### config.mk
export PLATFORM = sky130hd
export DESIGN_NAME = uart_packet_tx
export DESIGN_NICKNAME = d
export VERILOG_FILES = /design/src/rtl/uart_packet_tx.sv
export SDC_FILE = /design/constraint.sdc
export NUM_CORES = 1
export LEC_CHECK = 0
export CORE_ASPECT_RATIO = 1.2
export CORE_MARGIN = 2
export CORE_UTILIZATION = 45
export DETAILED_ROUTE_END_ITERATION = 12
export GPL_ROUTABILITY_DRIVEN = 0
export PLACE_DENSITY_LB_ADDON = 0.15
export SLEW_MARGIN = 20
export SYNTH_ARGS = -nofsm -noshare
export SYNTH_HDL_FRONTEND = slang
export SYNTH_SLANG_ARGS = --single-unit
### constraint.sdc
create_clock -name clk50 -period 3 [get_ports clk50]
set_input_delay 0.6 -clock clk50 [delete_from_list [all_inputs] [get_ports clk50]]
set_output_delay 0.6 -clock clk50 [all_outputs]
set_load 0.005 [all_outputs]
### src/rtl/uart_packet_tx.sv
// Sends one packet as NUM_BYTES consecutive 8N1 UART bytes, MSB byte first and LSB bit first.
// The line is registered and idles high; done pulses once as the final stop bit ends.
module uart_packet_tx #(
   parameter int CLKS_PER_BIT = 434,
   parameter int NUM_BYTES    = 5
) (
   input  logic                   clk50,
   input  logic                   rst_n,
   input  logic [8*NUM_BYTES-1:0] packet,
   input  logic                   send,
   output logic                   ready,
   output logic                   done,
   output logic                   tx_out
);

   localparam int PKT_W  = 8 * NUM_BYTES;
   localparam int CNT_W  = (CLKS_PER_BIT > 1) ? $clog2(CLKS_PER_BIT) : 1;
   localparam int BYTE_W = (NUM_BYTES > 1) ? $clog2(NUM_BYTES) : 1;

   localparam logic [CNT_W-1:0]  BAUD_LAST = CNT_W'(CLKS_PER_BIT - 1);
   localparam logic [BYTE_W-1:0] BYTE_LAST = BYTE_W'(NUM_BYTES - 1);

   localparam logic [1:0] IDLE  = 2'd0;
   localparam logic [1:0] START = 2'd1;
   localparam logic [1:0] DATA  = 2'd2;
   localparam logic [1:0] STOP  = 2'd3;

   logic [1:0]        state;
   logic [CNT_W-1:0]  baud_cnt;
   logic [2:0]        bit_idx;
   logic [BYTE_W-1:0] byte_idx;
   logic [7:0]        tx_byte;
   logic [PKT_W-1:0]  shift_buf;
   logic              bit_end;
   logic              load_pkt;
   logic              shift_bit;
   logic              load_byte;

   assign ready     = (state == IDLE);
   assign bit_end   = (baud_cnt == BAUD_LAST);
   assign load_pkt  = ready && send;
   assign shift_bit = bit_end && ((state == START) || ((state == DATA) && (bit_idx != 3'd7)));
   assign load_byte = bit_end && (state == STOP) && (byte_idx != BYTE_LAST);

   // Control path: state, counters and the registered line.
   always_ff @(posedge clk50 or negedge rst_n) begin
      if (!rst_n) begin
         state    <= IDLE;
         baud_cnt <= '0;
         bit_idx  <= '0;
         byte_idx <= '0;
         done     <= 1'b0;
         tx_out   <= 1'b1;
      end else begin
         done <= 1'b0;
         if (state != IDLE) begin
            baud_cnt <= bit_end ? '0 : baud_cnt + 1'b1;
         end
         case (state)
            IDLE: begin
               baud_cnt <= '0;
               bit_idx  <= '0;
               byte_idx <= '0;
               tx_out   <= 1'b1;
               if (send) begin
                  tx_out <= 1'b0;
                  state  <= START;
               end
            end
            START: begin
               if (bit_end) begin
                  tx_out  <= tx_byte[0];
                  bit_idx <= '0;
                  state   <= DATA;
               end
            end
            DATA: begin
               if (bit_end) begin
                  if (bit_idx == 3'd7) begin
                     tx_out <= 1'b1;
                     state  <= STOP;
                  end else begin
                     tx_out  <= tx_byte[0];
                     bit_idx <= bit_idx + 1'b1;
                  end
               end
            end
            STOP: begin
               if (bit_end) begin
                  if (byte_idx == BYTE_LAST) begin
                     done  <= 1'b1;
                     state <= IDLE;
                  end else begin
                     byte_idx <= byte_idx + 1'b1;
                     tx_out   <= 1'b0;
                     state    <= START;
                  end
               end
            end
            default: state <= IDLE;
         endcase
      end
   end

   // Data path: tx_byte always holds the next bit to drive in its LSB.
   always_ff @(posedge clk50) begin
      if (load_pkt) begin
         tx_byte   <= packet[PKT_W-1 -: 8];
         shift_buf <= packet << 8;
      end else if (load_byte) begin
         tx_byte   <= shift_buf[PKT_W-1 -: 8];
         shift_buf <= shift_buf << 8;
      end else if (shift_bit) begin
         tx_byte   <= {1'b0, tx_byte[7:1]};
      end
   end

endmodule

==> flow_summary.ini, run 1 <==
[cts]
cts_tree = yes
clkSinkCount = 59
root_buffer = clkbuf_8
path_clk_slew_ns = 0.06
cts_resized = 0
max-clock-path-buffers = 2
clk_latency_ns = 0.34
cts_buffers = 9
post_cts_buffers = 0
htreeDepth = 3
postCtsHoldBufs = 0

[detailed_routing]
antenna_left = 0
highest_layer = met4
drc_errors = 0
wl_met3_um = 193
via_count = 1864
wl_um = 5250
wire_per_inst_um = 14.4
dr_wl_met2_um = 2530
routed_via_density = 5.12
first_pass_iters = 4
wl_met1_um = 2430
drt_iter0_drc = 90

[synthesis]
synthTopCellsByArea = edfxtp_1, dfrtp_1, mux2_2
synth.distinct_cells = 37
synth_top_area_share_pct = 42.2
synth_common_cells = edfxtp_1, mux2_2, dfrtp_1
ys_seq_area_share_pct = 59.0
syn-instance-count = 223
synth-seq-cells = 59
synthArstFlopShare_pct = 32.2
synth_flop_cell = edfxtp_1
yosysWarnings = 0
syn_nets = 277
yosysMostFrequentCell = edfxtp_1
synth_edf_count = 40
syn_area_per_cell_um2 = 12.8
yosys.area.top_type = edfxtp_1
syn_area_mm2 = 0.00284

[global_routing]
antenna_found_initial = 0
track_usage_pct = 16.4
overflow = 0
grt_max_degree = 22
grt_pass1_wl_um = 8830
grt_pass1_vias = 1828

[critical_path]
critPathLaunchType = register
arrival_ns = 1.87
cp_max_fo = 11
cp_slowest_cell = clkdlybuf4s50_1
slowest_delay_ns = 0.58
cp-end-kind = primary output
crit_chain = inv_1 > ha_1 > clkdlybuf4s50_1
crit_type = register to primary output
required_ns = 2.40

[power_and_ir_drop]
p_per_area_mw_per_mm2 = 468
finalPower_uw = 1690
peakVddDrop_mv = 0.270
power.leakage_uw = 0.00134

[floorplan]
die_w_um = 76.6
die-area_mm2 = 0.00697
rows = 31
ios = 46
die_y_um = 91.1
start_util_pct = 46.7
core_mm2 = 0.00609

[final_layout]
drive_gt1_share_pct = 17.4
ff_latch_area_mm2 = 0.00168
multi_input_area_mm2 = 0.00109
syn_to_final_growth_pct = 27.0
num_antenna_cells = 0
finalNetCount = 331
nFillCells = 521
design_area_mm2 = 0.00361

[timing]
period_share_pct = 82.2
worst_slack_ns = 0.535
fmax_mhz = 406
min_period_ns = 2.47
worstMarginPinSlew_ns = 0.886
finClkSkew_ns = 0.00535
setup_violations = 0
rsz0062_at_grt = false
report.final.hold_viol_count = 0
max_slew_margin_pct = 40.7
maxSlewViolCount = 0
tns_ns = 0

[worst_hold_path]
min_path_type = register to register

[status]
status = finished clean

[flow_run]
maxCapViolCount = 0

[place]
hpwl_um = 3780
io_buffers = 45
place_ws_ns = 0.671
place_area_mm2 = 0.00340
## power breakdown
group          internal [µW]  switching [µW]  leakage [µW]
combinational           47.7            15.4      0.000718
clock                    460             306      0.000101
sequential               861               0      0.000519
## path summary, 6_finish.rpt
path	from	slack (ns)	end	cells after the start
max in group asynchronous	rst_n	1.69	bit_idx[0]	1
max	state[0]	0.53	ready	3
min in group asynchronous	rst_n	0.77	byte_idx[0]	1
min reg2reg	tx_out	0.47	tx_out	2
min	tx_out	0.47	tx_out	2
max reg2reg	state[1]	0.69	shift_buf[29]	5
## cell families (layout without fill, tap and decap cells)
| family | Yosys count | after routing | synth area share [%] |
|---|---|---|---|
| buffers and inverters | 18 | 77 | 2.77 |
| AOI/OAI and AO/OA | 29 | 29 | 6.07 |
| and+or+nand+nor | 66 | 66 | 12.3 |
| xor gates and xnor gates | 6 | 6 | 1.85 |
| muxes | 34 | 34 | 13.2 |
| DFF | 59 | 59 | 59.0 |
| adders and majority gates | 11 | 11 | 4.84 |
## metal layers
layer / vias to the layer above / track usage (%)
met3: 11 / 5.27
li1: 938 / -
met5: - / 0
met4: 0 / 6.36
met2: 37 / 24.3
met1: 878 / 22.3
## cell usage in the layout, fill, tap and decap left out, drive strengths merged, types with 11 or more instances in the layout
master         instances
a21oi                 15
clkdlybuf4s50         45
dfrtp                 18
edfxtp                40
ha                    11
mux2                  25
nand2                 17
## worst max-delay path: cells and delay by family (launching register included)
kind / cells / cell delay, ns
fa+ha+maj: 1 / 0.41
buf+inv: 2 / 0.72
flops: 1 / 0.40
## area by class of cell
| type | instances | area share, % |
|---|---|---|
| multi-input cells | 146 | 30.1 |
| clock buffers | 10 | 3.53 |
| well taps | 82 | 2.84 |
| inverters | 9 | 0.935 |
| flip-flops and latches | 59 | 46.4 |
| clock inverters | 6 | 2.22 |
| repair buffers | 52 | 13.9 |
## per-stage QoR
step | util [%] | instances | hold WS, ns
after global placement | 55.9 | 348 | 0.465
after global routing | 59.3 | 364 | 0.505
after CTS | 59.3 | 364 | 0.482
after detailed placement | 55.9 | 348 | 0.471
final | 59.3 | 364 | 0.472
after floorplan | - | 223 | 0.304
## state kept, by name (all words and copies together) (netlist names)
signal and count:
byte_idx 3, done 1, bit_idx 3, tx_byte 8
state 2, baud_cnt 9, tx_out 1, shift_buf 32
(Power assumes the default switching activity.)
==> run 2: changes to the inputs <==
Clock period 3 ns to 2.5 ns, I/O delays scaled along.
==> run 2 against run 1 <==
Net effect: flip-flop and latch count stayed put; core utilization is 0.21 points lower; first-iteration DRC count is 19% lower; die area stayed put; global-route usage is 0.51 points lower; non-clock buffer count is 1 higher; total power is 13% higher; combinational power is 22% higher; clock power is 3.9% higher; largest power group unchanged.
==> flow_summary.ini, run 2 (synthesis results as in run 1) <==
[final_layout]
ff_latch_area_mm2 = 0.00168
syn_to_final_growth_pct = 26.6
num_antenna_cells = 0
nFillCells = 523
finalNetCount = 332
drive_gt1_share_pct = 17.4
reg.largest.list = shift_buf: 32 flops, baud_cnt: 9 flops, tx_byte: 8 flops
multi_input_area_mm2 = 0.00109
mostFrequentLayoutCell = clkdlybuf4s50_1
top_register = shift_buf
largest_reg_flops = 32
final_cell_mix = clkdlybuf4s50_1, edfxtp_1, mux2_2

[floorplan]
rows = 31
die_w_um = 76.6
die-area_mm2 = 0.00697
ios = 46
core_mm2 = 0.00609
start_util_pct = 46.7
die_y_um = 91.1

[cts]
max-clock-path-buffers = 2
root_buffer = clkbuf_8
clkSinkCount = 59
cts_tree = yes
post_cts_buffers = 0
clk_latency_ns = 0.32
postCtsHoldBufs = 0
htreeDepth = 3
cts_buffers = 9
cts_resized = 0
path_clk_slew_ns = 0.06

[global_routing]
grt_pass1_vias = 1843
overflow = 0
antenna_found_initial = 0
track_usage_pct = 15.8
grt_pass1_wl_um = 8700
grt_max_degree = 42

[timing]
report.final.hold_viol_count = 0
setup_violations = 0
worstMarginPinSlew_ns = 0.391
finClkSkew_ns = 0.00781
maxSlewViolCount = 0
rsz0062_at_grt = false
tns_ns = 0
period_share_pct = 92.4
fmax_mhz = 433
min_period_ns = 2.31
hold_slack_ns = 0.468
max_slew_margin_pct = 73.7

[critical_path]
critPathLaunchType = register
required_ns = 2.00
cp_max_fo = 11
cp_slowest_cell = clkdlybuf4s50_1
arrival_ns = 1.81
cp-end-kind = primary output
slowest_delay_ns = 0.57
crit_type = register to primary output
crit_chain = inv_1 > ha_1 > clkdlybuf4s50_1

[power_and_ir_drop]
sw_frac_of_total_pct = 19.0
p_int_uw = 1550
power.switching_uw = 361
combinationalPowerShare_pct = 4.1
pwr-share-clk_pct = 41.7
p_seq_share_pct = 54.2
power.leakage_uw = 0.00134
p_per_area_mw_per_mm2 = 530
peakVddDrop_mv = 0.404

[detailed_routing]
routed_via_density = 5.09
wl_met3_um = 162
via_count = 1852
highest_layer = met4
dr_wl_met2_um = 2470
drc_errors = 0
drt_iter0_drc = 73
wire_per_inst_um = 14.0
antenna_left = 0
wl_um = 5110
wl_met1_um = 2390
first_pass_iters = 4

[worst_hold_path]
min_path_type = register to register

[flow_run]
maxCapViolCount = 0

[place]
io_buffers = 45
hpwl_um = 3530

[status]
status = finished clean
run 2: layout make-up:
type / instances / area share, %
sequential: 59 / 46.6
multi-input combinational: 146 / 30.2
timing repair buffer: 53 / 14.5
tap: 82 / 2.85
clock inverter: 3 / 1.11
clock buffer: 12 / 3.75
inverter: 9 / 0.938
run 2: stage by stage:
stage	instances	power, µW	setup WS [ns]	cell area [µm²]	util, %
detailed placement	349	1130	0.505	3420	56.2
global placement	349	1130	0.524	3420	56.2
global route	364	1990	0.0216	3600	59.1
CTS	364	1920	0.162	3600	59.1
floorplan	223	1060	0.0488	2840	-
finish	364	1910	0.190	3600	59.1
run 2: path summary, 6_finish.rpt:
path                       startpoint          end  slack (ns)  depth (start not counted)
setup / recovery             state[0]        ready        0.19                          3
min in group asynchronous       rst_n  byte_idx[2]        0.51                          2
hold reg to reg                tx_out       tx_out        0.47                          2
setup reg to reg             state[1]   tx_byte[0]        0.52                          6
hold / removal                 tx_out       tx_out        0.47                          2
max in group asynchronous       rst_n       tx_out        1.72                          2
run 2: power by group through the flow:
| stage | clock network [µW] | registers [µW] | logic (µW) |
|---|---|---|---|
| floorplan | 0 | 1050 | 2.43 |
| global placement | 0 | 1050 | 78.4 |
| detailed placement | 0 | 1050 | 78.1 |
| CTS | 809 | 1030 | 78.3 |
| global route | 869 | 1030 | 83.8 |
| finish | 796 | 1030 | 77.3 |
run 2: worst max-delay path: cells and delay by family (launching register included):
kind,cells,cell delay (ns)
adders and majority gates,1,0.38
buffers and inverters,2,0.72
DFF,1,0.40
run 2: routing by layer:
metal / up-vias / track usage (%)
li1: 931 / -
met1: 872 / 22.0
met2: 41 / 24.0
met3: 8 / 3.08
met4: 0 / 7.27
met5: - / 0
==> run 3: changes to the inputs <==
Settings changed: HOLD_SLACK_MARGIN set to 0.06, PLACE_DENSITY set to 0.77, PLACE_DENSITY_LB_ADDON 0.15 to unset.
==> run 3 against run 2 <==
Net effect: sequential power about the same; register-to-register slack got worse by 0.08 ns; cell area increased by 1.4%; worst hold slack improved by 0.0083 ns; fmax increased by 5.4%; cell count increased by 0.82%; largest power group unchanged; global-route usage increased by 0.73 points; clock skew decreased by 0.0023 ns; setup slack improved by 0.12 ns; critical path depth unchanged.
==> flow_summary.ini, run 3 (synthesis results as in run 1) <==
[critical_path]
cp_max_fo = 5
cp-end-kind = primary output
cp_slowest_cell = clkdlybuf4s50_1
crit_type = register to primary output
arrival_ns = 1.69
critPathLaunchType = register
required_ns = 2.00
slowest_delay_ns = 0.54
crit_buf_inv = 2
crit_chain = inv_1 > ha_1 > clkdlybuf4s50_1
r2r_setup_slack_ns = 0.44
crit_family = buffers and inverters

[global_routing]
grt_pass1_wl_um = 9020
overflow = 0
grt_pass1_vias = 1941
grt_max_degree = 33
antenna_found_initial = 0
track_usage_pct = 16.6

[cts]
post_cts_buffers = 0
cts_buffers = 9
clk_latency_ns = 0.33
postCtsHoldBufs = 0
htreeDepth = 3
cts_tree = yes
root_buffer = clkbuf_8
path_clk_slew_ns = 0.07
max-clock-path-buffers = 2
cts_resized = 0
clkSinkCount = 59

[timing]
tns_ns = 0
hold_slack_ns = 0.476
max_slew_margin_pct = 69.5
setup_violations = 0
worstMarginPinSlew_ns = 0.453
period_share_pct = 87.6
finClkSkew_ns = 0.00554
report.final.hold_viol_count = 0
fmax_mhz = 456
maxSlewViolCount = 0
min_period_ns = 2.19
rsz0062_at_grt = false

[worst_hold_path]
min_path_type = register to register

[final_layout]
num_antenna_cells = 0
nFillCells = 495
drive_gt1_share_pct = 18.6
largest_reg_flops = 32
top_register = shift_buf
mostFrequentLayoutCell = clkdlybuf4s50_1
fin_util_pct = 59.9
reg.largest.list = shift_buf: 32 flops, baud_cnt: 9 flops, tx_byte: 8 flops
final_cell_mix = clkdlybuf4s50_1, edfxtp_1, mux2_2
finalNetCount = 334
syn_to_final_growth_pct = 28.3

[floorplan]
die_w_um = 76.6
die_y_um = 91.1
rows = 31
core_mm2 = 0.00609
die-area_mm2 = 0.00697
start_util_pct = 46.7
ios = 46

[place]
io_buffers = 45
hpwl_um = 3720

[power_and_ir_drop]
peakVddDrop_mv = 0.346
power.leakage_uw = 0.00136
p_per_area_mw_per_mm2 = 560

[detailed_routing]
routed_via_density = 5.21
antenna_left = 0
highest_layer = met4
wl_met1_um = 2370
wl_um = 5430
first_pass_iters = 4
wire_per_inst_um = 14.8
drt_iter0_drc = 124
wl_met3_um = 200
dr_wl_met2_um = 2790
via_count = 1911
drc_errors = 0

[status]
status = finished clean

[flow_run]
maxCapViolCount = 0
-- run 3: area by class of cell --
class	instances	area, µm²	share of cell area, %
clock buffers	11	131	3.60
clock inverters	5	77.6	2.13
inverters	9	33.8	0.926
multi-input cells	146	1090	29.8
flip-flops and latches	59	1680	46.0
well taps	82	103	2.81
repair buffers	55	538	14.7
-- run 3: per-stage QoR --
step	power [µW]	worst slack [ns]	cells	cell area (µm²)
after floorplan	1060	0.0488	223	2840
after global placement	1130	0.527	351	3440
after detailed placement	1130	0.509	351	3440
after CTS	2050	0.290	367	3650
after global routing	2110	0.226	367	3650
final	2040	0.309	367	3650
-- run 3: final timing paths --
| kind | from | to | cells past startpoint |
|---|---|---|---|
| worst max-delay path | state[0] | ready | 3 |
| worst min-delay path | tx_out | tx_out | 2 |
| worst max register to register | state[1] | tx_byte[0] | 6 |
| worst min register to register | tx_out | tx_out | 2 |
| max in group asynchronous | rst_n | tx_out | 2 |
| min in group asynchronous | rst_n | baud_cnt[2] | 2 |
-- run 3: power breakdown --
group          switching, µW  internal [µW]
registers                  0           1030
clock network            372            558
logic                   18.6           59.3
total                    390           1650
-- run 3: layer usage --
layer	GRT usage, %	up-vias
li1	-	933
met1	20.9	928
met2	27.0	46
met3	2.98	4
met4	9.24	0
met5	0	-
-- run 3: worst min-delay path, cell delays in order (launching register included) --
cell	delay [ns]
dfstp_2	0.37
inv_1	0.04
mux2i_1	0.06
